===== config.mk =====
export PLATFORM = sky130hd
export DESIGN_NAME = tile_mort_ibuf
export DESIGN_NICKNAME = d
export VERILOG_FILES = /design/src/rtl/tile_mort_ibuf.sv
export SDC_FILE = /design/constraint.sdc
export NUM_CORES = 2
export LEC_CHECK = 0
export ABC_CLOCK_PERIOD_IN_PS = 30300
export BUFFER_PORTS_ARGS = -buffer_cell sky130_fd_sc_hd__buf_2
export CAP_MARGIN = 20
export CORE_AREA = 2 2 490 492
export DETAILED_ROUTE_END_ITERATION = 8
export DIE_AREA = 0 0 492 494
export PLACE_DENSITY = 0.72
export SLEW_MARGIN = 20
export SYNTH_ARGS = -nofsm -noshare
export SYNTH_HDL_FRONTEND = slang
export SYNTH_SLANG_ARGS = --single-unit

===== constraint.sdc =====
create_clock -name clk -period 30.3 [get_ports clk]
set_input_delay 1.515 -clock clk [delete_from_list [all_inputs] [get_ports clk]]
set_output_delay 1.515 -clock clk [all_outputs]
set_load 0.005 [all_outputs]

===== src/rtl/tile_mort_ibuf.sv =====
// Install buffer between the cluster fill FIFO and the cache install port.
// Fills to the same line coalesce into one pending entry; expunges queue in order.
module tile_mort_ibuf #(
  parameter int DEPTH  = 4,
  parameter int ADDR_W = 37
) (
  input  logic              clk,
  input  logic              rst,
  input  logic              in_en,
  input  logic [527:0]      in_data,
  input  logic [ADDR_W-1:0] in_addr,
  input  logic [41:0]       in_size,
  input  logic              in_expun,
  output logic              wr_en,
  input  logic              wr_ready,
  output logic [527:0]      wr_data,
  output logic [ADDR_W-1:0] wr_addr,
  output logic [41:0]       wr_size,
  output logic              wr_expun,
  output logic [3:0]        count,
  output logic              full,
  output logic              ovf,
  input  logic [ADDR_W-1:0] lk_addr,
  output logic              lk_hit
);

  localparam int PW = $clog2(DEPTH);

  logic [527:0]      data  [DEPTH];
  logic [ADDR_W-1:0] addr  [DEPTH];
  logic [41:0]       size  [DEPTH];
  logic [DEPTH-1:0]  expun;
  logic [DEPTH-1:0]  valid;
  logic [PW-1:0]     head;
  logic [PW-1:0]     tail;
  logic [PW-1:0]     k;
  logic [PW-1:0]     midx;
  logic              mhit;
  logic              pop;
  logic              alloc;
  logic              drop;

  assign full     = (count == 4'(DEPTH));
  assign wr_en    = valid[head];
  assign wr_data  = data[head];
  assign wr_addr  = addr[head];
  assign wr_size  = size[head];
  assign wr_expun = expun[head];
  assign pop      = wr_en && wr_ready;

  // Scan from just past head toward tail so the youngest match wins.
  always_comb begin
    mhit = 1'b0;
    midx = '0;
    k    = '0;
    for (int i = 1; i < DEPTH; i++) begin
      k = head + PW'(i);
      if (valid[k] && !expun[k] && addr[k] == in_addr) begin
        mhit = 1'b1;
        midx = k;
      end
    end
  end

  logic merge;
  assign merge = in_en && !in_expun && mhit;
  assign alloc = in_en && !merge && (!full || pop);
  assign drop  = in_en && !merge && full && !pop;

  always_comb begin
    lk_hit = 1'b0;
    for (int i = 0; i < DEPTH; i++)
      if (valid[i] && !expun[i] && addr[i] == lk_addr)
        lk_hit = 1'b1;
  end

  always_ff @(posedge clk or negedge rst) begin
    if (!rst) begin
      valid <= '0;
      head  <= '0;
      tail  <= '0;
      count <= '0;
      ovf   <= 1'b0;
    end else begin
      if (pop) begin
        valid[head] <= 1'b0;
        head        <= head + PW'(1);
      end
      if (alloc) begin
        valid[tail] <= 1'b1;
        tail        <= tail + PW'(1);
      end
      if (drop)
        ovf <= 1'b1;
      count <= count + 4'(alloc) - 4'(pop);
    end
  end

  always_ff @(posedge clk) begin
    if (alloc) begin
      data[tail]  <= in_data;
      addr[tail]  <= in_addr;
      size[tail]  <= in_size;
      expun[tail] <= in_expun;
    end
    if (merge) begin
      data[midx] <= in_data;
      size[midx] <= {in_size[41:40], size[midx][39:0] | in_size[39:0]};
    end
  end

endmodule

Word level (Yosys, flattened, before mapping)
Memories as Yosys holds them, arrays and structs flattened. Cells that the tools add are included.

$add $sub $neg: 6. $mul: 0. Divide/modulo/power cells: 0. Order comparisons: 7. Equal/unequal tests: 8. Shifts and indexed selects: 0. Multiplexer cells: 43. Bitwise operators: 4. Reductions and logical operators: 37.

Operators with widths (number): 2-to-1 mux 528 bit (1); OR reduction 528 bit (1); equality test 37 bit (7); 2-to-1 mux 42 bit (1); OR reduction 42 bit (1); bitwise OR 40 bit (1); logical AND 1 bit (23); 2-to-1 mux 1 bit (23); binary-select mux 1 bit (select 2 bit) (8); less-than comparator 2 x 3 -> 1 bit (second input constant) (5); logical NOT 1 bit (11); 2-to-1 mux 2 bit (5); 2-to-1 mux 4 bit (2); adder 2 x 1 -> 2 bit (second input constant) (2); adder 2 bit (second input constant) (2); adder 4 x 1 -> 4 bit (1); AND 4 bit (1); bitwise mux 4 bit (1); demux 1 bit (select 2 bit) (2); equality test 4 x 3 -> 1 bit (second input constant) (1); greater-or-equal comparator 2 x 1 -> 1 bit (second input constant) (2); NOT 4 bit (1); bitwise OR 4 bit (1); subtractor 4 x 1 -> 4 bit (1); logical OR 1 bit (1).

Register bits: 17. Latch bits: 0. Bits in writable memories: 2428. ROM bits: 0. Input bits: 649. Logic and storage cells: 114. Memories kept: 3.

Memory list: data (depth 4, bits a word 528, read ports 1, clocked after Yosys merged registers in 0, write ports 1, RTL line 29) `logic [527:0] data [DEPTH];`; size (depth 4, bits a word 42, read ports 2, clocked after Yosys merged registers in 0, write ports 1, RTL line 31) `logic [41:0] size [DEPTH];`; addr (depth 4, bits a word 37, read ports 8, clocked after Yosys merged registers in 0, write ports 1, RTL line 30) `logic [ADDR_W-1:0] addr [DEPTH];`.

Logic depth before layout (Yosys ltp)
Word-level depth: 16. Depth in mapped cells: 24. Mapped depth without buffers: 15.

Worst setup path after synthesis
OpenSTA, ideal clock, no wires.

Path type: reg-to-reg. From: reg head[0]. To: mem data[0][0] (enable). Arrival time: 31944 ps. Data required time: 28599 ps. Path slack: -3346 ps. Stages on the path, launching flop included: 18. Buffers on the path: 7. Period minus slack after synthesis: 33646 ps. Cells stage by stage: dfrtp_1 buf_2 buf_2 clkinv_1 buf_2 ha_1 buf_2 buf_2 buf_2 clkbuf_1 mux4_2 xnor2_1 nand4_1 or4_1 or3_1 a31o_2 mux2_2 a21oi_1.

RTL lines: start, declared (RTL line 34) `logic [PW-1:0] head;`; start signal, assigned (RTL line 87) `head <= head + PW'(1);`; adder 2 bit * (RTL line 57) `k = head + PW'(i);`; via k[0] (RTL line 36) `logic [PW-1:0] k;`; parallel branches: the longest is 13 deep, another holds memory (4 x 37 bit); end, declared (RTL line 29).

Mark *: on every way through the listed nets, which the timed path passes. The select of a mux whose other input is x is not followed.

Worst setup path in the final report
From: reg head[0]. To: mem data[0][486] (enable).

Longest elaborated chain between the ends: 16.

Ends and longest elaborated chain: parallel branches: the longest is 16 deep, another holds memory (4 x 37 bit).

Parallel ways; which one is timed is not known. The select of a mux whose other input is x is not followed.

==> impl_metrics.json <==
{
  "outcome": "finished, final reports clean",
  "routabilityCongestion": 0.965,
  "dr.pass1.iters": 6,
  "setup.worst_path.end_class": "register",
  "grt_pass1_vias": 52000,
  "yosysWarnings": 0,
  "cts_tree": "done",
  "synthTopCellsByArea": "edfxtp_1 75%, mux4_2 16%, xnor2_1 1.4%",
  "placed_cell_area_um2": 107000,
  "p_total_uw": 11700,
  "die_h_um": 494,
  "synth_area_um2": 97100,
  "synthToLayoutAreaGrowth_pct": 18.8,
  "drv_slew": 0,
  "clk_path_buf_depth": 3,
  "drv_cap": 0,
  "cp_max_fo": 65,
  "clockRootBuffer": "clkbuf_16",
  "die_area_um2": 243000,
  "port_buffers": 1264,
  "synth_seq_cells": 2445,
  "hp-class": "reg -> reg",
  "syn_inst": 4316,
  "synth_mux_area_share_pct": 17.3,
  "leakage_uw": 0.0386,
  "r2r_end": "data[0][486]$_DFFE_PP_",
  "synthSimpleGateAreaFrac_pct": 1.29,
  "cts_setup_buffers": 0,
  "min_to": "ovf$_DFFE_PN0P_",
  "synthFlopType": "edfxtp_1",
  "critPathArrivalTime_ns": 11.11,
  "nNetsFinal": 6349,
  "final_cells": 9120,
  "yosys.area.top_type": "edfxtp_1",
  "track_usage_pct": 24.1,
  "drive_gt1_share_pct": 41.3,
  "fin_crit_sh_pct": 35.2,
  "synth_edf_count": 2432,
  "synth_top_family_by_area": "multiplexers",
  "synth_xor_area_share_pct": 2.29,
  "hold_depth": 1,
  "fin_area_um2": 115000,
  "fp.coreArea_um2": 237000,
  "die_x_um": 492,
  "cts_made_buffers": 240,
  "worst-r2r-setup-slack_ns": 19.63,
  "p_per_area_nw_per_um2": 102,
  "clock-sinks": 2445,
  "relSlewSlack_pct": 26.4,
  "rr_worst_depth": 16,
  "synthAdderAreaFrac_pct": 0.175,
  "vias": 52900,
  "whs_ns": 0.570,
  "rows": 179,
  "ctsResizeCount": 0,
  "synth_compound_area_share_pct": 1.91,
  "drc": 0,
  "grt_max_degree": 135,
  "grt_pass1_wl_um": 412000,
  "ant_nets": 0,
  "rsz0062_at_grt": "false",
  "min_from": "ovf$_DFFE_PN0P_",
  "r2r_start": "head[0]$_DFFE_PN0P_",
  "dp.cells": 8612,
  "wl_per_cell_um": 32.9,
  "vias_per_cell": 5.80,
  "tightest_slew_ns": 1.09,
  "fmax_mhz": 93.7,
  "overflow": 0,
  "worstPathRequired_ns": 30.73,
  "wl_um": 300000,
  "setup_violations": 0,
  "ys_types": 73,
  "antenna_found_initial": 155,
  "clock_latency_ns": 0.90,
  "hold_viol": 0,
  "start_kind": "register",
  "hold_buffers": 0,
  "finalSetupTns_ns": 0,
  "htree_levels": 4,
  "min_period_ns": 10.67,
  "io_pins": 1265,
  "drt_iter0_markers": 6228,
  "hpwlAfterDp_um": 213000,
  "ys_seq_area_share_pct": 75.5,
  "yosysTopAreaCellShare_pct": 75.2,
  "worstSetupPathType": "reg -> reg",
  "ir_drop_uv": 78.1,
  "syn_area_per_cell_um2": 22.5,
  "syn-num-nets": 4978,
  "async_flop_share_pct": 0.532,
  "start_util_pct": 40.9,
  "clk_pin_slew_ns": 0.06,
  "fin_worst_skew_ns": 0.123
}
## final cells by class
cell class / count / area, um^2
fill: 19300 / 122000
sequential: 2445 / 73400
multi-input combinational: 1508 / 22400
timing repair buffer: 1351 / 6990
clock buffer: 297 / 6260
tap: 3167 / 3960
clock inverter: 144 / 1680
inverter: 141 / 529
antenna: 67 / 168
## cell usage after synthesis (12+ instances only)
library cell	count
o21ai_0	12
edfxtp_1	2432
nand2_1	24
mux4_2	704
inv_1	140
a211oi_1	39
xnor2_1	151
xor2_1	103
a2111oi_0	44
nor4_1	32
clkbuf_1	118
mux2i_1	86
buf_1	67
ha_1	12
nand2b_1	14
dfrtp_1	13
nand4_1	61
a21oi_1	15
o211ai_1	79
buf_2	20
## flip-flops by register name, summed over array words and instances (netlist names)
| name | count |
|---|---|
| size | 168 |
| ovf | 1 |
| valid | 4 |
| data | 2112 |
| head | 2 |
| tail | 2 |
| addr | 148 |
| expun | 4 |
| count | 4 |
## worst max-delay path, cell delays in order, from the launching register on
cell	delay, ns
dfrtp_4	0.73
buf_4	0.78
buf_4	0.68
buf_4	0.76
mux4_2	0.61
xnor2_1	0.18
nand4_1	0.17
nor4_2	0.97
nand4_1	0.41
o21ba_2	0.64
o31ai_4	0.31
buf_4	0.46
nand2_1	0.27
a21oi_4	0.76
buf_4	0.66
buf_4	0.75
buf_4	0.85
## power breakdown
part | internal (uW) | switching, uW | total, uW
Sequential | 4480 | 237 | 4720
Combinational | 1630 | 2390 | 4020
Clock | 1690 | 1290 | 2970
## placed cells by master (no fill, tap or decap), types with 39 or more instances in the layout
| cell | instances |
|---|---|
| edfxtp_1 | 2432 |
| inv_1 | 140 |
| diode_2 | 67 |
| clkinv_2 | 44 |
| xnor2_1 | 151 |
| buf_4 | 86 |
| mux4_2 | 704 |
| xor2_1 | 103 |
| clkinv_1 | 44 |
| buf_2 | 1264 |
| nand4_1 | 61 |
| clkbuf_1 | 54 |
| clkbuf_16 | 241 |
| a211oi_1 | 39 |
| a2111oi_0 | 44 |
| o211ai_1 | 79 |
| mux2i_1 | 86 |
## how the worst max path moves through the flow
stage	endpoint	cells after the start	slack [ns]	start
detailed placement	data[0][386]$_DFFE_PP_	16	19.36	head[0]$_DFFE_PN0P_
global placement	data[0][428]$_DFFE_PP_	16	19.28	head[0]$_DFFE_PN0P_
CTS	data[0][498]$_DFFE_PP_	16	19.33	head[0]$_DFFE_PN0P_
floorplan	data[0][0]$_DFFE_PP_	17	-3.35	head[0]$_DFFE_PN0P_
finish	data[0][486]$_DFFE_PP_	16	19.63	head[0]$_DFFE_PN0P_
global route	data[0][486]$_DFFE_PP_	16	18.88	head[0]$_DFFE_PN0P_
## through the flow
step	setup slack [ns]	utilization, %
2_1_floorplan	-3.35	-
3_3_place_gp	19.28	45.2
3_5_place_dp	19.36	45.2
4_1_cts	19.33	48.5
5_1_grt	18.88	48.6
6_report	19.63	48.6
## kinds of logic (layout without fill, tap and decap cells)
kind of cell | count (synthesis) | after routing
xor+xnor | 254 | 254
other cells | 0 | 67
flops | 2445 | 2445
mux | 796 | 796
buf+inv | 363 | 1933
compound gates | 239 | 239
simple gates | 206 | 206
fa+ha+maj | 13 | 13
## routing by layer
layer	track usage, %	wire [um]
met1	30.8	109000
met2	38.5	145000
met4	10.1	14300
met3	7.02	31800
met5	0	558
Power figures use the tool's default switching activity.
